**config.mk**
```make
export PLATFORM = sky130hd
export DESIGN_NAME = dnn_in_feeder_flat
export DESIGN_NICKNAME = d
export VERILOG_FILES = /design/src/rtl/dnn_pkg.sv /design/src/rtl/dnn_in_feeder_if.sv /design/src/rtl/dnn_sample_fifo.sv /design/src/rtl/dnn_in_feeder.sv /design/src/flat_wrapper.sv
export SDC_FILE = /design/constraint.sdc
export NUM_CORES = 1
export LEC_CHECK = 0
export ABC_CLOCK_PERIOD_IN_PS = 3520
export CAP_MARGIN = 10
export CORE_MARGIN = 4
export CORE_UTILIZATION = 58
export CTS_BUF_LIST = sky130_fd_sc_hd__clkbuf_4 sky130_fd_sc_hd__clkbuf_8
export CTS_CLUSTER_DIAMETER = 150
export DETAILED_ROUTE_END_ITERATION = 10
export PLACE_DENSITY = 0.95
export RECOVER_POWER = 100
export SLEW_MARGIN = 20
export SYNTH_ARGS = -nofsm -noshare
export SYNTH_HDL_FRONTEND = slang
export SYNTH_HIERARCHICAL = 1
export SYNTH_SLANG_ARGS = --single-unit
```
**constraint.sdc**
```tcl
create_clock -name clk -period 3.52 [get_ports clk]
set_input_delay 0.704 -clock clk [delete_from_list [all_inputs] [get_ports clk]]
set_output_delay 0.704 -clock clk [all_outputs]
set_load 0.05 [all_outputs]
```
**src/rtl/dnn_pkg.sv**
```systemverilog
// rtl/dnn_pkg.sv - shared widths, weight index map and sample type for the DNN input feeder
package dnn_pkg;

  localparam int X_W       = 7;
  localparam int W_W       = 5;
  localparam int N_WEIGHTS = 24;

  localparam int W04_IDX = 0;
  localparam int W05_IDX = 1;
  localparam int W06_IDX = 2;
  localparam int W07_IDX = 3;
  localparam int W14_IDX = 4;
  localparam int W15_IDX = 5;
  localparam int W16_IDX = 6;
  localparam int W17_IDX = 7;
  localparam int W24_IDX = 8;
  localparam int W25_IDX = 9;
  localparam int W26_IDX = 10;
  localparam int W27_IDX = 11;
  localparam int W34_IDX = 12;
  localparam int W35_IDX = 13;
  localparam int W36_IDX = 14;
  localparam int W37_IDX = 15;
  localparam int W48_IDX = 16;
  localparam int W58_IDX = 17;
  localparam int W68_IDX = 18;
  localparam int W78_IDX = 19;
  localparam int W49_IDX = 20;
  localparam int W59_IDX = 21;
  localparam int W69_IDX = 22;
  localparam int W79_IDX = 23;

  // Member order puts x0 in the low bits, matching the packed s_x layout.
  typedef struct packed {
    logic signed [X_W-1:0] x3;
    logic signed [X_W-1:0] x2;
    logic signed [X_W-1:0] x1;
    logic signed [X_W-1:0] x0;
  } sample_t;

endpackage

```
**src/rtl/dnn_in_feeder_if.sv**
```systemverilog
// rtl/dnn_in_feeder_if.sv - sample stream and weight write bus into the DNN input feeder
interface dnn_in_feeder_if;
  import dnn_pkg::*;

  logic               s_valid;
  logic               s_ready;
  logic [4*X_W-1:0]   s_x;
  logic               wr_en;
  logic [4:0]         wr_addr;
  logic [W_W-1:0]     wr_data;
  logic               wr_commit;

  modport master (
    output s_valid, s_x, wr_en, wr_addr, wr_data, wr_commit,
    input  s_ready
  );

  modport slave (
    input  s_valid, s_x, wr_en, wr_addr, wr_data, wr_commit,
    output s_ready
  );

endinterface

```
**src/rtl/dnn_sample_fifo.sv**
```systemverilog
// rtl/dnn_sample_fifo.sv - synchronous FIFO with registered full/empty, no pass-through
module dnn_sample_fifo #(
  parameter int DEPTH = 4,
  parameter int WIDTH = 28
) (
  input  logic             clk,
  input  logic             rst,
  input  logic             push_i,
  input  logic             pop_i,
  input  logic [WIDTH-1:0] wdata_i,
  output logic [WIDTH-1:0] rdata_o,
  output logic             full_o,
  output logic             empty_o
);

  localparam int AW = $clog2(DEPTH);

  logic [WIDTH-1:0] mem_q [DEPTH];
  logic [AW-1:0]    wptr_q, rptr_q;
  logic [AW:0]      count_q, count_d;
  logic             full_q, empty_q;
  logic             push_ok, pop_ok;

  assign push_ok = push_i && !full_q;
  assign pop_ok  = pop_i && !empty_q;

  always_comb begin
    count_d = count_q;
    if (push_ok && !pop_ok)      count_d = count_q + 1'b1;
    else if (pop_ok && !push_ok) count_d = count_q - 1'b1;
  end

  always_ff @(posedge clk) begin
    if (rst) begin
      wptr_q  <= '0;
      rptr_q  <= '0;
      count_q <= '0;
      full_q  <= 1'b0;
      empty_q <= 1'b1;
    end else begin
      if (push_ok) wptr_q <= wptr_q + 1'b1;
      if (pop_ok)  rptr_q <= rptr_q + 1'b1;
      count_q <= count_d;
      full_q  <= (count_d == (AW+1)'(DEPTH));
      empty_q <= (count_d == '0);
    end
  end

  always_ff @(posedge clk) begin
    if (push_ok) mem_q[wptr_q] <= wdata_i;
  end

  assign rdata_o = mem_q[rptr_q];
  assign full_o  = full_q;
  assign empty_o = empty_q;

endmodule

```
**src/rtl/dnn_in_feeder.sv**
```systemverilog
// rtl/dnn_in_feeder.sv - paced sample issue and weight bank for the MAC stage
// DNN_FEEDER_WSHADOW_EN selects a shadow weight bank with deferred commit.
module dnn_in_feeder
  import dnn_pkg::*;
#(
  parameter int DEPTH          = 4,
  parameter int ISSUE_INTERVAL = 4
) (
  input  logic                        clk,
  input  logic                        rst,
  dnn_in_feeder_if.slave              bus,
  output logic                        in_ready,
  output logic signed [X_W-1:0]       x0,
  output logic signed [X_W-1:0]       x1,
  output logic signed [X_W-1:0]       x2,
  output logic signed [X_W-1:0]       x3,
  output logic [N_WEIGHTS*W_W-1:0]    w_bus,
  output logic                        commit_pending,
  output logic [15:0]                 issued_cnt
);

  localparam int CW = $clog2(ISSUE_INTERVAL);

  logic                          fifo_full, fifo_empty;
  sample_t                       fifo_head;
  logic                          issue_fire, wr_hit;
  logic [CW-1:0]                 cnt_q, cnt_d;
  logic                          in_ready_q;
  sample_t                       sample_q, sample_d;
  logic [15:0]                   issued_cnt_q, issued_cnt_d;
  logic [N_WEIGHTS-1:0][W_W-1:0] active_q, active_d;

  dnn_sample_fifo #(.DEPTH(DEPTH), .WIDTH(4*X_W)) u_fifo (
    .clk     (clk),
    .rst     (rst),
    .push_i  (bus.s_valid),
    .pop_i   (issue_fire),
    .wdata_i (bus.s_x),
    .rdata_o (fifo_head),
    .full_o  (fifo_full),
    .empty_o (fifo_empty)
  );

  assign bus.s_ready = !fifo_full;
  assign issue_fire  = !fifo_empty && (cnt_q == '0);
  assign wr_hit      = bus.wr_en && (bus.wr_addr < 5'(N_WEIGHTS));

  always_comb begin
    cnt_d        = cnt_q;
    sample_d     = sample_q;
    issued_cnt_d = issued_cnt_q;
    if (issue_fire) begin
      cnt_d        = CW'(ISSUE_INTERVAL - 1);
      sample_d     = fifo_head;
      issued_cnt_d = issued_cnt_q + 16'd1;
    end else if (cnt_q != '0) begin
      cnt_d = cnt_q - 1'b1;
    end
  end

`ifdef DNN_FEEDER_WSHADOW_EN
  logic [N_WEIGHTS-1:0][W_W-1:0] shadow_q, shadow_d;
  logic                          pending_q, pending_d;

  // The copy takes the shadow including this cycle's write, and never lands on an issue edge.
  always_comb begin
    shadow_d  = shadow_q;
    active_d  = active_q;
    pending_d = pending_q;
    if (wr_hit) shadow_d[bus.wr_addr] = bus.wr_data;
    if (pending_q && !issue_fire) begin
      active_d  = shadow_d;
      pending_d = 1'b0;
    end else if (bus.wr_commit) begin
      pending_d = 1'b1;
    end
  end

  always_ff @(posedge clk) begin
    if (rst) begin
      shadow_q  <= '0;
      pending_q <= 1'b0;
    end else begin
      shadow_q  <= shadow_d;
      pending_q <= pending_d;
    end
  end

  assign commit_pending = pending_q;
`else
  logic unused_commit;
  assign unused_commit = bus.wr_commit;

  always_comb begin
    active_d = active_q;
    if (wr_hit) active_d[bus.wr_addr] = bus.wr_data;
  end

  assign commit_pending = 1'b0;
`endif

  always_ff @(posedge clk) begin
    if (rst) begin
      cnt_q        <= '0;
      in_ready_q   <= 1'b0;
      sample_q     <= '0;
      issued_cnt_q <= '0;
      active_q     <= '0;
    end else begin
      cnt_q        <= cnt_d;
      in_ready_q   <= issue_fire;
      sample_q     <= sample_d;
      issued_cnt_q <= issued_cnt_d;
      active_q     <= active_d;
    end
  end

  assign in_ready   = in_ready_q;
  assign x0         = sample_q.x0;
  assign x1         = sample_q.x1;
  assign x2         = sample_q.x2;
  assign x3         = sample_q.x3;
  assign w_bus      = active_q;
  assign issued_cnt = issued_cnt_q;

endmodule

```
**src/flat_wrapper.sv**
```systemverilog
// flat-port wrapper written by rule: the top's interface ports become plain ports
module dnn_in_feeder_flat import dnn_pkg::*;
#(
  parameter int DEPTH          = 4,
  parameter int ISSUE_INTERVAL = 4
)
  (clk, rst, in_ready, x0, x1, x2, x3, w_bus, commit_pending, issued_cnt, bus_s_valid, bus_s_x, bus_wr_en, bus_wr_addr, bus_wr_data, bus_wr_commit, bus_s_ready);
  dnn_in_feeder_if bus_i ();
  input  logic clk;
  input  logic rst;
  output logic in_ready;
  output logic signed [X_W-1:0] x0;
  output logic signed [X_W-1:0] x1;
  output logic signed [X_W-1:0] x2;
  output logic signed [X_W-1:0] x3;
  output logic [N_WEIGHTS*W_W-1:0] w_bus;
  output logic commit_pending;
  output logic [15:0] issued_cnt;
  input wire logic [$bits(bus_i.s_valid)-1:0] bus_s_valid;
  input wire logic [$bits(bus_i.s_x)-1:0] bus_s_x;
  input wire logic [$bits(bus_i.wr_en)-1:0] bus_wr_en;
  input wire logic [$bits(bus_i.wr_addr)-1:0] bus_wr_addr;
  input wire logic [$bits(bus_i.wr_data)-1:0] bus_wr_data;
  input wire logic [$bits(bus_i.wr_commit)-1:0] bus_wr_commit;
  output wire logic [$bits(bus_i.s_ready)-1:0] bus_s_ready;
  assign bus_i.s_valid = bus_s_valid;
  assign bus_i.s_x = bus_s_x;
  assign bus_i.wr_en = bus_wr_en;
  assign bus_i.wr_addr = bus_wr_addr;
  assign bus_i.wr_data = bus_wr_data;
  assign bus_i.wr_commit = bus_wr_commit;
  assign bus_s_ready = bus_i.s_ready;
  dnn_in_feeder #(.DEPTH(DEPTH), .ISSUE_INTERVAL(ISSUE_INTERVAL)) u_core (.clk(clk), .rst(rst), .bus(bus_i), .in_ready(in_ready), .x0(x0), .x1(x1), .x2(x2), .x3(x3), .w_bus(w_bus), .commit_pending(commit_pending), .issued_cnt(issued_cnt));
endmodule
```
After elaboration in Yosys (flattened, before gate mapping)
Memories as Yosys holds them, arrays and structs flattened. A register that Yosys moved wholly into a read port is not among the register bits.
Index checks and enable logic that the tools add are counted.
- bits in registers: 148
- latch bits: 0
- RAM bits: 112
- bits in read-only memories: 0
- output and inout port bits: 167
- logic and storage cells: 67
- memories: 1
- memories (memory ; words ; width ; read ports ; clocked after memory_dff ; wr ports ; line ; source):
    u_core.u_fifo.mem_q ; 4 ; 28 ; 1 ; 1 ; 1 ; dnn_sample_fifo.sv:18 ; logic [WIDTH-1:0] mem_q [DEPTH];
- add/sub/neg operators: 6
- multiply operators: 0
- div/mod/pow operators: 0
- $lt $le $gt $ge: 3
- equal/unequal tests: 1
- shift operators: 0
- muxes and demuxes: 9
- bitwise operators: 0
- reduce and logical (&&, ||, !) cells: 15
- operators by type and width (operator ; count):
    bitwise mux 120 bit ; 1
    demux 5 bit (select 5 bit) ; 1
    adder 16 x 1 -> 16 bit, second input constant ; 1
    logical AND 1 bit ; 7
    less-than comparator 5 x 6 -> 1 bit, second input constant ; 1
    2-to-1 mux 3 bit ; 2
    >= comparator 5 x 1 -> 1 bit, second input constant ; 1
    less-than comparator 5 bit, second input constant ; 1
    2-to-1 mux 5 bit ; 1
    adder 2 x 1 -> 2 bit, second input constant ; 2
    logical NOT 1 bit ; 4
    2-to-1 mux 2 bit ; 2
    nonzero test 2 bit ; 2
    adder 3 x 1 -> 3 bit, second input constant ; 1
    == test 3 bit, second input constant ; 1
    logical NOT 3 bit ; 1
    subtractor 3 x 1 -> 3 bit, second input constant ; 1
    logical NOT 2 bit ; 1
    2-to-1 mux 1 bit ; 2
    subtractor 2 x 1 -> 2 bit, second input constant ; 1

Depth between registers and ports, before layout
Gate-level depths: netlist of run 1.
- depth after elaboration: 7
- gate-level depth with buffers: 10
- gate-level depth less buffers: 8

By module
The synthesis of run 1 kept the hierarchy.
- modules (own cells, without submodules) (module ; times used ; cells an instance ; area an instance (µm²) ; sequential area each (µm²)):
    dnn_in_feeder ; 1 ; 719 ; 6281.0 ; 3343.2
    dnn_sample_fifo ; 1 ; 216 ; 4672.0 ; 3583.4

Least setup slack after synthesis of run 1
Ideal clock, no wire load.
- kind: input to register
- start point: input port bus_s_valid
- end point: memory u_core.u_fifo.mem_q[0][0] (enable)
- setup time: 387 ps
- data arrival time: 1731 ps
- data required time: 3133 ps
- setup slack: 1402 ps
- stages: 3
- path buffers: 1
- path through: nor2b_4 > buf_6 > and2_1
- longest elaborated chain between the ends: 3
- RTL lines (what ; line ; source):
    start: declaration ; flat_wrapper.sv:19 ; input wire logic [$bits(bus_i.s_valid)-1:0] bus_s_valid;
    logical AND 1 bit ; dnn_sample_fifo.sv:24 ; assign push_ok = push_i && !full_q;
    2-to-1 mux 1 bit ; dnn_sample_fifo.sv:50 ; if (push_ok) mem_q[wptr_q] <= wdata_i;
    2-to-1 mux 1 bit (implied by the code) ; dnn_sample_fifo.sv:50 ;
    end: declaration ; dnn_sample_fifo.sv:18 ;
Every way passes these cells.

Worst setup path after layout of run 1
- start point: input port bus_wr_addr[2]
- end point: register u_core.active_q (netlist bit u_core/w_bus[81])
- longest elaborated chain between the ends: 5
- elaborated cells on any way between the ends: 8
- those cells by class: order compare (3); mux (3); reduce/logical (2)
- RTL lines (what ; line ; source):
    start: declaration ; flat_wrapper.sv:22 ; input wire logic [$bits(bus_i.wr_addr)-1:0] bus_wr_addr;
    less-than comparator 5 x 6 -> 1 bit (implied by the code) / >= comparator 5 x 1 -> 1 bit (equally long branches) ; dnn_in_feeder.sv:96 ; if (wr_hit) active_d[bus.wr_addr] = bus.wr_data;
    logical AND 1 bit (implied by the code) ; dnn_in_feeder.sv:96 ;
    2-to-1 mux 5 bit (implied by the code) ; dnn_in_feeder.sv:96 ;
    demux 5 bit (select 5 bit) ; - ;
    bitwise mux 120 bit ; dnn_in_feeder.sv:96 ;
    end signal: assignment ; dnn_in_feeder.sv:114 ; active_q <= active_d;
    end: declaration ; dnn_in_feeder.sv:31 ; logic [N_WEIGHTS-1:0][W_W-1:0] active_q, active_d;
Several ways; a longest one is shown, not always the timed one.
A chain may end at the register's enable or synchronous reset.

==> results.yml, run 1 <==
layout:
  utilization: 0.764
  area_growth_syn_to_layout_pct: 27.4
  layout_commonest_cell: "dlygate4sd3_1"
  fin_nets: 1192
  final_cell_mix: "dlygate4sd3_1, dfxtp_1, nand2_1"
  drive_above_1_share: 0.108
setup_path:
  path_cells: "dlygate4sd3_1, nor4b_1, nand2_1, nand2_1, a21oi_1"
  worstPathMaxFanout: 9
  critical_path.slowest_cell: "nor4b_1"
  ff2ff_path_depth: 8
  r2r-start: "u_core/cnt_q[0]$_SDFFE_PP0P_"
  crit_buf_inv: 1
  cpMostUsedCell: "nand2_1"
  crit_arrival_ns: 3.31
  cp.depth: 5
  critPathTopFamily: "simple AND/OR/NAND/NOR gates"
  slowest_delay_ns: 1.20
  crit_path_end_kind: "register"
  crit_type: "in -> reg"
  crit_start: "bus_wr_addr[2]"
  r2r_end: "u_core/u_fifo/full_o$_SDFF_PP0_"
  cp.required_ns: 3.88
  worst_setup_path_start_kind: "input port"
  critPathCapture: "u_core/w_bus[81]$_SDFFE_PP0P_"
  r2r_setup_slack_ns: 0.86
power_and_ir_drop:
  ir_drop_mv: 0.580
  fin_total_pwr_w: 0.00819
  p_switching_w: 0.00239
  swShare: 0.292
  p_int_w: 0.00580
  pwr-share-clk: 0.346
  power.density_mw_per_mm2: 587
  p_leak_nw: 5.21
  pwr-share-comb: 0.177
  seq_power_share: 0.478
die:
  initial_core_util: 0.600
  fp-row-count: 49
  die_w_um: 145
  core_area_mm2: 0.0183
  die-area_mm2: 0.0211
  ioPinCount: 210
  fp.dieH_um: 145
grt:
  grt_max_degree: 81
  grt_pass1_vias: 8042
  grt-ovfl-total: 0
  track_usage: 0.255
  antenna_found_initial: 4
  grt_pass1_wl_um: 43800
sta:
  grt_setup_unrepaired: "false"
  fin_tns_setup_ns: 0
  post-route-period-util: 0.836
  setup_violations: 0
  maxSlewHeadroom: -0.261
  finClkSkew_ns: 0.0210
  timing.fmax_mhz: 340
  tightestPinTransition_ns: 1.89
  slew_violations: 110
  hold_viol_final: 0
  min_period_ns: 2.94
placed_design:
  gp_congestion: 0.833
  port_buffers: 207
  hpwl_um: 18200
synthesis:
  synth_top_cells_by_area: "dfxtp_1, edfxtp_1, mux4_2, mux2i_1, nand2_1"
  synthMuxAreaShare: 0.114
  synth_top_area_frac: 0.325
  seq_area_frac_synth: 0.632
  syn-num-nets: 986
  avgSynthCellArea_um2: 11.7
  synth-edff-count: 112
  synth_seq_cells: 290
  netlist_area_mm2: 0.0110
  synth_xor_area_frac: 0.0143
  ys_types: 49
  yosys_warnings: 6
  synthCells: 935
  synth_top_area_cell: "dfxtp_1"
  synth-simple-area-share: 0.148
  ys.flop_type: "dfxtp_1"
  synth_top_family_by_area: "simple AND/OR/NAND/NOR gates"
  async_flop_share: 0
  synth_compound_area_frac: 0.0498
  synth_adder_area_share: 0.00914
clocking:
  postCtsSetupBuffers: 0
  cts_inserted_buffers: 45
  cts_tree: "built"
  cts_buffer_depth: 3
  hold_buffers: 0
  clkTransAtPathRegs_ns: 0.06
  cts.sinks: 290
  htreeDepth: 2
  cts-root-buf: "clkbuf_8"
  clock_latency_ns: 0.55
  cts_resized: 0
job:
  drv_cap: 3
detailed_routing:
  via_per_inst: 5.75
  drcViolationCount: 0
  drt_iter0_drc: 633
  wl_per_cell_um: 19.8
  ant_nets: 0
  wl_um: 27900
  vias: 8097
  dr.pass1.iters: 7
outcome:
  status: "complete, but fails checks"
  violations: "max-capacitance violations, max-slew violations"
min_path:
  hold_path_class: "reg -> reg"
==> final cells by class <==
cell class	count	area, um^2
clock inverter	10	73.8
inverter	11	41.3
multi-input combinational	568	3600
antenna	3	7.51
timing repair buffer	225	2160
fill	1074	4320
tap	229	287
clock buffer	71	858
sequential	290	6930
==> registers in the layout, indices dropped and copies added (netlist names), named ones only <==
signal	count
u_core/u_fifo/full_o	1
u_core/in_ready	1
u_core/w_bus	120
u_core/u_fifo/wptr_q	2
u_core/u_fifo/mem_q	112
u_core/u_fifo/rptr_q	2
u_core/u_fifo/count_q	3
u_core/x2	7
u_core/x0	7
u_core/issued_cnt	16
u_core/u_fifo/empty_o	1
u_core/cnt_q	2
u_core/x3	7
u_core/x1	7
==> Yosys cell counts, types with 4 or more instances <==
cell type  count
a21oi_1       97
and2_1         6
buf_1          8
buf_2         11
buf_6          5
clkbuf_1      40
dfxtp_1      178
edfxtp_1     112
ha_1           8
inv_1         10
mux2i_1       60
mux4_2        28
nand2_1      137
nand2b_1       5
nand3_1       67
nand4_1        7
nor2_1        87
nor2_2         8
nor3_2         4
xnor2_1        5
xor2_1        11
==> metal layers <==
metal | vias to the layer above | wire length (um) | track usage
met1 | 3871 | 10000 | 0.306
met4 | 6 | 618 | 0.0717
li1 | 3704 | - | -
met2 | 452 | 14400 | 0.456
met3 | 64 | 2880 | 0.0670
met5 | - | 34 | 0
==> per-stage QoR <==
| stage | hold slack (ns) | cell area (um^2) | instances | worst slack [ns] |
|---|---|---|---|---|
| after floorplan | 0.465 | 11000 | 935 | 1.40 |
| after global placement | 0.442 | 13200 | 1323 | 0.913 |
| after detailed placement | 0.446 | 13200 | 1323 | 0.844 |
| after CTS | 0.454 | 14100 | 1404 | 0.951 |
| after global routing | 0.465 | 13900 | 1405 | 0.483 |
| final | 0.450 | 14000 | 1407 | 0.579 |
==> kinds of logic after synthesis <==
| logic type | Yosys count |
|---|---|
| xor+xnor | 17 |
| other cells | 1 |
| buf+inv | 77 |
| compound gates | 104 |
| simple gates | 348 |
| fa+ha+maj | 8 |
| flops | 290 |
| mux | 90 |
==> power by group through the flow <==
stage | Clock [W] | Combinational, W | Sequential [W]
3_5_place_dp | 0 | 0.00150 | 0.00398
6_report | 0.00283 | 0.00145 | 0.00391
3_3_place_gp | 0 | 0.00145 | 0.00396
4_1_cts | 0.00287 | 0.00152 | 0.00392
5_1_grt | 0.00305 | 0.00154 | 0.00394
2_1_floorplan | 0 | 0.000738 | 0.00424
==> how the worst min path moves through the flow <==
stage | startpoint | to | slack [ns] | cells past startpoint
global placement | u_core/w_bus[44]$_SDFFE_PP0P_ | u_core/w_bus[44]$_SDFFE_PP0P_ | 0.44 | 2
global route | u_core/w_bus[0]$_SDFFE_PP0P_ | u_core/w_bus[0]$_SDFFE_PP0P_ | 0.47 | 2
CTS | u_core/x2[6]$_SDFFE_PP0P_ | u_core/x2[6]$_SDFFE_PP0P_ | 0.45 | 2
finish | u_core/x0[2]$_SDFFE_PP0P_ | u_core/x0[2]$_SDFFE_PP0P_ | 0.45 | 2
floorplan | u_core/cnt_q[1]$_SDFFE_PP0P_ | u_core/cnt_q[1]$_SDFFE_PP0P_ | 0.46 | 2
detailed placement | u_core/x2[6]$_SDFFE_PP0P_ | u_core/x2[6]$_SDFFE_PP0P_ | 0.45 | 2
==> tightest hold or removal path, stage by stage (launching register included) <==
cell and delay (ns):
dfxtp_1 0.30, nand2_1 0.05, a21oi_1 0.05
Power figures use the tool's default switching activity.
==> run 2, diff against run 1 <==
Settings changed: ABC_CLOCK_PERIOD_IN_PS 3520 to 2950, CORE_UTILIZATION 58 to 54, PLACE_DENSITY 0.95 to 0.93.
Clock period 3.52 ns to 2.95 ns, I/O delays scaled along.
==> run 2 against run 1 <==
The flow still finishes with violations (max-capacitance violations, max-slew violations). Global-route usage shrank 2.2 points. First-iteration DRC count down 26%. Clock-buffer cell count is 3 higher. Cell area rose by 1.2%. Register-to-register slack got worse by 0.36 ns. Critical path depth shrank 1. Die area increased by 7.0%. Combinational power grew 23%. Flip-flop and latch count did not move. Clock power is 27% higher.
==> results.yml, run 2 (synthesis results as in run 1) <==
outcome:
  status: "complete, but fails checks"
  violations: "max-capacitance violations, max-slew violations"
setup_path:
  crit_arrival_ns: 2.74
  crit_type: "in -> reg"
  r2r_end: "u_core/u_fifo/full_o$_SDFF_PP0_"
  cp.depth: 4
  crit_path_end_kind: "register"
  critical_path.slowest_cell: "nor2b_1"
  worst_setup_path_start_kind: "input port"
  path_cells: "dlygate4sd3_1, nor2b_1, and2_0, clkbuf_2"
  ff2ff_path_depth: 8
  critPathCapture: "u_core/u_fifo/mem_q[1][7]$_DFFE_PP_"
  cp.required_ns: 3.11
  slowest_delay_ns: 0.68
  crit_start: "bus_s_valid"
  r2r_setup_slack_ns: 0.50
  crit_buf_inv: 2
  worstPathMaxFanout: 28
  critPathTopFamily: "buffers and inverters"
  r2r-start: "u_core/cnt_q[0]$_SDFFE_PP0P_"
placed_design:
  hpwl_um: 17200
  pre_cts_slack_ns: 0.449
  placed_cells: 1361
  gp_congestion: 0.841
  port_buffers: 207
clocking:
  cts_buffer_depth: 3
  postCtsSetupBuffers: 0
  cts-root-buf: "clkbuf_8"
  hold_buffers: 0
  cts_resized: 0
  clkTransAtPathRegs_ns: 0.06
  cts.sinks: 290
  cts_tree: "built"
  clock_latency_ns: 0.55
  cts_inserted_buffers: 46
  htreeDepth: 2
grt:
  grt_pass1_wl_um: 41700
  grt-ovfl-total: 0
  grt_pass1_vias: 7946
  antenna_found_initial: 5
  track_usage: 0.234
  grt_max_degree: 108
sta:
  setup_violations: 0
  hold_ws_ns: 0.450
  layout_setup_ws_ns: 0.368
  maxSlewHeadroom: -0.0185
  fin_tns_setup_ns: 0
  timing.fmax_mhz: 387
  tightestPinTransition_ns: 1.53
  slew_violations: 31
  hold_viol_final: 0
  min_period_ns: 2.58
  finClkSkew_ns: 0.0171
  post-route-period-util: 0.875
  grt_setup_unrepaired: "false"
detailed_routing:
  wl_per_cell_um: 18.4
  ant_nets: 0
  drcViolationCount: 0
  drt_iter0_drc: 471
  dr.pass1.iters: 5
  vias: 7899
  wl_um: 26600
  via_per_inst: 5.46
layout:
  largest_register_ffs: 120
  layout_commonest_cell: "dlygate4sd3_1"
  instances_no_fill: 1448
  area_growth_syn_to_layout_pct: 29.0
  final_cell_mix: "dlygate4sd3_1, dfxtp_1, nand2_1"
  drive_above_1_share: 0.112
  fin_nets: 1195
job:
  drv_cap: 1
die:
  initial_core_util: 0.555
  core_area_mm2: 0.0197
  die-area_mm2: 0.0226
  fp.dieH_um: 150
  die_w_um: 150
  ioPinCount: 210
  fp-row-count: 51
power_and_ir_drop:
  p_leak_nw: 5.29
  ir_drop_mv: 0.557
  fin_total_pwr_w: 0.00997
  power.density_mw_per_mm2: 706
min_path:
  holdPathStages: 2
  hold_path_class: "reg -> reg"
[run 2: area by class of cell]
type / count / area, um^2
fill: 1265 / 5590
clock inverter: 11 / 86.3
multi-input combinational: 568 / 3590
timing repair buffer: 227 / 2230
inverter: 11 / 41.3
tap: 265 / 332
clock buffer: 74 / 918
antenna: 2 / 5.00
sequential: 290 / 6930
[run 2: where the power goes]
part           switching [W]  internal (W)
clock                0.00151       0.00207
sequential          0.000142       0.00447
combinational        0.00119      0.000592
total                0.00284       0.00713
[run 2: worst reg2reg max path, stage by stage (launching register included)]
cell and delay [ns]:
dfxtp_1 0.33, inv_1 0.07, ha_1 0.26, nand2b_1 0.10, inv_1 0.28, nor2b_1 0.51, xnor2_1 0.19, a221oi_1 0.48
nor4_1 0.10
[run 2: metrics by stage]
| step | area, um^2 | utilization |
|---|---|---|
| finish | 14100 | 0.717 |
| floorplan | 11000 | - |
| detailed placement | 13200 | 0.671 |
| global placement | 13200 | 0.671 |
| CTS | 14200 | 0.722 |
| global route | 14100 | 0.717 |
[run 2: how the worst min path moves through the flow]
| stage | start | slack, ns | end |
|---|---|---|---|
| 2_1_floorplan | u_core/cnt_q[1]$_SDFFE_PP0P_ | 0.46 | u_core/cnt_q[1]$_SDFFE_PP0P_ |
| 3_3_place_gp | u_core/w_bus[93]$_SDFFE_PP0P_ | 0.44 | u_core/w_bus[93]$_SDFFE_PP0P_ |
| 3_5_place_dp | u_core/x3[2]$_SDFFE_PP0P_ | 0.45 | u_core/x3[2]$_SDFFE_PP0P_ |
| 4_1_cts | rst | 0.44 | u_core/issued_cnt[6]$_SDFFE_PP0P_ |
| 5_1_grt | rst | 0.46 | u_core/issued_cnt[6]$_SDFFE_PP0P_ |
| 6_report | u_core/x0[6]$_SDFFE_PP0P_ | 0.45 | u_core/x0[6]$_SDFFE_PP0P_ |
[run 2: per-layer routing]
metal	global-route usage	up-vias	part of all wire	wire length [um]
met5	0	-	0.0013	34
met4	0.0723	6	0.018	474
met3	0.0548	43	0.081	2150
met2	0.422	305	0.52	13900
met1	0.276	3830	0.38	10100
li1	-	3715	-	-
==> run 3, diff against run 2 <==
Settings changed: ABC_CLOCK_PERIOD_IN_PS 2950 to 2500.
Clock period 2.95 ns to 2.5 ns, I/O delays scaled along.
==> run 3 against run 2 <==
The run now ends clean. Hold slack got worse by 0.18 ns. Core utilization is 0.17 points higher. Global-route usage is 0.35 points lower. Largest cell class unchanged. Cell area up 0.24%. Combinational power up 19%. Largest power group unchanged. Sequential share of layout area down 0.12 points.
==> results.yml, run 3 (synthesis results as in run 1) <==
setup_path:
  worst_setup_path_start_kind: "register"
  worstPathMaxFanout: 6
  crit_path_end_kind: "primary output"
  crit_type: "reg -> out"
  path_cells: "dlygate4sd3_1"
  cp.required_ns: 2.00
  slowest_delay_ns: 0.92
  critPathTopFamily: "buffers and inverters"
  crit_arrival_ns: 1.86
  critical_path.slowest_cell: "dlygate4sd3_1"
  crit_buf_inv: 1
placed_design:
  port_buffers: 207
  place_area_mm2: 0.0133
  gp_congestion: 0.832
  hpwl_um: 17000
sta:
  post-route-period-util: 0.944
  min_period_ns: 2.36
  hold_ws_ns: 0.265
  timing.fmax_mhz: 424
  maxSlewHeadroom: 0.452
  grt_setup_unrepaired: "false"
  finClkSkew_ns: 0.0238
  hold_viol_final: 0
  fin_tns_setup_ns: 0
  setup_violations: 0
  tightestPinTransition_ns: 0.820
  slew_violations: 0
power_and_ir_drop:
  p_leak_nw: 5.30
  power.density_mw_per_mm2: 823
  ir_drop_mv: 0.738
grt:
  antenna_found_initial: 6
  grt_pass1_wl_um: 41200
  grt_pass1_vias: 7901
  track_usage: 0.230
  grt_max_degree: 96
  grt-ovfl-total: 0
clocking:
  hold_buffers: 0
  cts_resized: 0
  cts-root-buf: "clkbuf_8"
  cts_buffer_depth: 3
  htreeDepth: 2
  cts.sinks: 290
  postCtsSetupBuffers: 0
  cts_tree: "built"
  cts_inserted_buffers: 44
  clkTransAtPathRegs_ns: 0.06
  clock_latency_ns: 0.55
job:
  drv_cap: 0
layout:
  fin_nets: 1200
  final_cell_area_mm2: 0.0142
  utilization: 0.718
  n_fill_cell: 1291
  final_cell_mix: "dlygate4sd3_1, dfxtp_1, nand2_1"
  drive_above_1_share: 0.115
  area_growth_syn_to_layout_pct: 29.3
  layout_commonest_cell: "dlygate4sd3_1"
  largest_register_ffs: 120
min_path:
  hold_path_class: "in -> reg"
detailed_routing:
  drt_iter0_drc: 494
  drcViolationCount: 0
  dr.pass1.iters: 5
  via_per_inst: 5.41
  ant_nets: 0
  vias: 7860
  wl_um: 26200
  wl_per_cell_um: 18.0
die:
  initial_core_util: 0.555
  die_w_um: 150
  die-area_mm2: 0.0226
  fp-row-count: 51
  fp.dieH_um: 150
  core_area_mm2: 0.0197
  ioPinCount: 210
outcome:
  status: "complete, no violations"
## run 3: cell types whose count changed in the layout (fill, tap and decap cells not counted), sizes merged
cell | before | now
buf | 15 | 18
dlygate4sd3 | 196 | 194
clkinvlp | 0 | 1
bufinv | 1 | 0
clkbuf | 80 | 81
clkdlybuf4s50 | 10 | 12
## run 3: per-stage QoR
step / setup slack [ns] / total power (W) / cells
2_1_floorplan: 0.502 / 0.00702 / 935
3_3_place_gp: 0.246 / 0.00765 / 1368
3_5_place_dp: 0.203 / 0.00776 / 1368
4_1_cts: 0.146 / 0.0119 / 1450
5_1_grt: 0.0686 / 0.0121 / 1452
6_report: 0.139 / 0.0116 / 1452
## run 3: metal layers
layer / share of wire / GRT usage / wire length (um) / vias to the layer above
met2: 0.51 / 0.408 / 13300 / 320
met4: 0.023 / 0.0787 / 610 / 8
li1: - / - / - / 3719
met5: 0.0018 / 0 / 47 / -
met3: 0.087 / 0.0575 / 2270 / 46
met1: 0.38 / 0.273 / 9950 / 3767
## run 3: final timing paths
path,from,endpoint,slack [ns],cells past startpoint
worst max-delay path,u_core/issued_cnt[7]$_SDFFE_PP0P_,issued_cnt[7],0.14,1
worst max register to register,u_core/cnt_q[0]$_SDFFE_PP0P_,u_core/u_fifo/full_o$_SDFF_PP0_,0.28,8
worst min-delay path,rst,u_core/issued_cnt[12]$_SDFFE_PP0P_,0.27,2
worst min register to register,u_core/w_bus[91]$_SDFFE_PP0P_,u_core/w_bus[91]$_SDFFE_PP0P_,0.45,2
## run 3: area by class of cell
cell class	count	area (um^2)	share of cell area
diodes	2	5.00	0.000353
clock buffers	71	896	0.0633
clock inverters	11	77.6	0.00548
inverters	11	41.3	0.00292
multi-input cells	568	3610	0.255
flip-flops and latches	290	6930	0.489
well taps	265	332	0.0234
repair buffers	234	2270	0.160
## run 3: worst register-to-register path: stages, from the launching register on
cell	delay (ns)
dfxtp_1	0.32
inv_1	0.06
ha_1	0.25
nand2b_1	0.11
inv_1	0.15
nor2b_1	0.55
and3_1	0.27
nor3_1	0.08
nor4_1	0.32
## run 3: report_power, final
group | internal, W | leakage (nW) | total (W) | switching, W
sequential | 0.00527 | 2.47 | 0.00544 | 0.000166
clock | 0.00230 | 0.516 | 0.00410 | 0.00180
combinational | 0.000710 | 2.31 | 0.00212 | 0.00141
==> edit 1, RTL diff (flow settings as in run 2) <==
The option `DNN_FEEDER_WSHADOW_EN` is turned on by a define.
--- a/src/rtl/dnn_in_feeder.sv
+++ b/src/rtl/dnn_in_feeder.sv
@@ -1,4 +1,6 @@
 // rtl/dnn_in_feeder.sv - paced sample issue and weight bank for the MAC stage
 // DNN_FEEDER_WSHADOW_EN selects a shadow weight bank with deferred commit.
+`define DNN_FEEDER_WSHADOW_EN
+
 module dnn_in_feeder
   import dnn_pkg::*;
Function: changed (a bounded check fails within 4 cycles, from zero or initial values and one cycle with rst high).
==> edit 1 against run 2 <==
  * The run still ends with capacitance limit, slew limit left
  * Worst setup slack improved by 37 ps
  * Critical path type is now flip-flop to output port
  * Sequential cell count increased by 121
  * Die area up 34%
  * Fmax is 1.5% higher
  * Highest routed layer unchanged
  * Area after synthesis grew 36%
  * Design area rose by 31%
  * Total power grew 56%
  * Sequential share of layout area up 1.4 points
  * First-iteration DRC count up 67%
  * Count of clock-buffer cells in the layout rose by 22
  * Sequential power rose by 45%
  * Routed wire length increased by 34%
==> edit 1: results (changes against run 2) <==
Outcome
  • Status: complete, but fails checks
  • Failing checks: capacitance limit, slew limit

Synthesis
  • Top cells by area, synth: dfxtp_1, edfxtp_1, mux2i_1
  • Post-Synthesis Cells: 1272 (+36%)
  • Post-synthesis adder-cell area fraction: 0.672% (-0.24 points)
  • Netlist cell types: 46 (-6.1%)
  • Mux contribution to synthesized area: 12.7% (+1.3 points)
  • Synth Area in XOR/XNOR: 0.873% (-0.55 points)
  • Sequential area share after synthesis: 62.7% (-0.51 points)

Drt
  • Starting DRT DRC Count: 785 (+67%)
  • Metal-1 WL: 14.1 mm (+40%)
  • Vias per cell: 5.53 (+1.3%)
  • Final wirelength: 35.7 mm (+34%)
  • WL met3: 3.12 mm (+45%)

Clock network
  • Worst-Skew Late Latency: 600 ps (+50 ps)
  • CTS Buf Count: 61 (+33%)

Global route
  • Met1 GRT Util: 27.8% (+0.21 points)
  • Global Route Usage Sum: 22.9% (-0.46 points)
  • Number of global-route vias before repair: 10687 (+34%)
  • Grt met2 use: 39.8% (-2.5 points)
  • Initial antenna violation count: 3 (-2)
  • Largest net degree at the start of global routing: 82 (-24%)
  • Routing usage on met3: 6.89% (+1.4 points)

STA
  • Setup Skew: 21.4 ps (+4.34 ps)
  • Fin. max-slew vios: 31 (unchanged)
  • Rel. slew slack: -2.68% (-0.83 points)

Power and ir drop
  • Power in the clock group: 5020 µW (+40%)
  • Leakage: 0.00729 µW (+38%)
  • Worst VDD drop: 619 µV (+11%)
  • Comb pwr share: 24.7% (+6.9 points)
  • Net Switching: 5090 µW (+79%)

Hold path
  • Worst hold path class: input pin to flip-flop

Worst setup path
  • Largest stage delay, worst path: 950 ps (+270 ps)
  • Worst path slowest cell: dlygate4sd3_1
  • Reg2Reg Depth: 6 (-2)

Run
  • Total of max-cap violations: 1 (unchanged)

Placed design
  • Placed cell count: 1757 (+29%)
  • Port Buffers: 209 (+0.97%)
  • DPL Wire Length: 23.0 mm (+34%)
  • Routability cong.: 0.825 (-1.8%)
  • Post-place instance area: 17300 µm² (+31%)

Finish
  • Nets@finish: 1530 (+28%)
  • Final cell count without fillers: 1872 (+29%)
edit 1: final cells by class:
| cell class | count | area (µm²) |
|---|---|---|
| Antenna cell | 1 | 2.50 |
| Clock buffer | 96 | 1200 |
| Clock inverter | 18 | 184 |
| Fill cell | 1850 | 8480 |
| Inverter | 14 | 52.6 |
| Multi-Input combinational cell | 757 | 4990 |
| Sequential cell | 411 | 9350 |
| Tap cell | 341 | 427 |
| Timing Repair Buffer | 234 | 2340 |
edit 1: logic make-up after synthesis:
family | after synthesis
buffers and inverters | 104
muxes | 154
xor gates and xnor gates | 14
DFF | 411
and+or+nand+nor | 417
adders and majority gates | 8
AOI/OAI and AO/OA | 164
edit 1: final timing paths:
check / from / to / slack [ps]
hold / removal: rst / u_core/issued_cnt[7] / 390
hold reg to reg: u_core/x2[0] / u_core/x2[0] / 460
setup / recovery: u_core/issued_cnt[0] / issued_cnt[0] / 400
setup reg to reg: u_core/cnt_q[0] / u_core/x1[2] / 490
==> edit 2, RTL diff (config.mk and constraints of run 2) <==
Without the edit above. Register the output `issued_cnt` once more, cleared by the reset; this adds one clock of latency there. The other outputs are not delayed to match.
--- a/src/rtl/dnn_in_feeder.sv
+++ b/src/rtl/dnn_in_feeder.sv
@@ -122,5 +122,11 @@
   assign x3         = sample_q.x3;
   assign w_bus      = active_q;
-  assign issued_cnt = issued_cnt_q;
+  always_ff @(posedge clk) begin
+    if (rst) begin
+      issued_cnt <= '0;
+    end else begin
+      issued_cnt <= issued_cnt_q;
+    end
+  end
 
 endmodule
Check against the original RTL: not equivalent (Yosys sat finds a counterexample within 4 cycles, from zero or initial values and one cycle with rst high).
==> edit 2 against run 2 <==
  * The run ends with DRC left
  * Register-to-register slack gained 150 ps
  * Global-route usage increased by 0.58 points
  * Design area is 2.8% higher
  * Count of clock-buffer cells in the layout fell by 3
  * Critical endpoint is now x2[6]
  * Routed wire length grew 8.2%
  * Sequential cell count grew 16
  * Worst setup slack better by 150 ps
  * Worst hold slack lost 32 ps
  * Area after synthesis increased by 3.7%
  * Total power increased by 2.7%
  * Critical path type is now flip-flop to output port
  * Largest cell class unchanged
==> edit 2: results (changes against run 2) <==
Outcome
  • Status: complete, but fails checks
  • Failing checks: DRC

Drt
  • Metal-1 WL: 10.7 mm (+6.1%)
  • Met2 Wirelength: 14.4 mm (+3.7%)
  • Starting DRT DRC Count: 652 (+38%)
  • # DRC: 1 (+1)
  • Pre-antenna DRT Iters: 8 (+3)

Synthesis
  • Net count after synthesis: 1015 (+2.9%)
  • Syn avg cell area: 11.8 µm² (+0.55%)
  • Sequential area share after synthesis: 63.8% (+0.58 points)
  • Top cells by area, synth: dfxtp_1, edfxtp_1, mux4_2
  • Seq cells post-synth: 306 (+5.5%)

STA
  • WHS: 418 ps (-31.9 ps)

Global route
  • Largest net degree at the start of global routing: 74 (-31%)
  • First-pass GRT wire length: 45.6 mm (+9.2%)
  • Initial antenna violation count: 4 (-1)
  • Routing usage on met3: 6.02% (+0.54 points)

Placed design
  • Placed cell count: 1397 (+2.6%)
  • Routability cong.: 0.822 (-2.2%)
  • DPL Wire Length: 18.5 mm (+7.7%)

Worst setup path
  • Largest stage delay, worst path: 890 ps (+210 ps)
  • Crit path DAT: 1840 ps (-900 ps)
  • Worst setup path endpoint: x2[6]
  • Top fanout value on the critical path: 2 (-93%)

Power and ir drop
  • Seq pwr share: 47.3% (+1.1 points)
  • Clk pwr share: 35.3% (-0.6 points)

Finish
  • Share of layout cells above drive strength 1: 11.2% (about the same)

Hold path
  • WHS Endpoint: u_core/issued_cnt[6]
## edit 2: cell types whose count changed in the layout (fill, tap and decap cells not counted), sizes merged, moves of 2 or more
cell,before,now
or4,0,2
a21oi,97,95
clkinv,8,6
nor2b,5,19
clkbuf,80,78
buf,15,17
dfxtp,178,194
## edit 2: kinds of logic after synthesis
family | synth area share (%)
xor gates and xnor gates | 1.30
and+or+nand+nor | 15.0
muxes | 11.0
DFF | 63.8
other | 0.0330
AOI/OAI and AO/OA | 4.84
buffers and inverters | 3.10
adders and majority gates | 0.882
## edit 2: final cells by class
class / count / area (µm²)
antenna: 2 / 5.00
clock buffer: 71 / 846
clock inverter: 11 / 123
fill: 1310 / 5900
inverter: 11 / 41.3
multi-input combinational: 580 / 3690
sequential: 306 / 7250
tap: 270 / 338
timing repair buffer: 230 / 2240
## edit 2: worst register-to-register path, delay by kind of cell, from the launching register on
family	cells	cell delay [ps]
simple gates	3	690
flops	1	320
compound gates	1	480
buf+inv	2	220
fa+ha+maj	1	250
xor+xnor	1	200
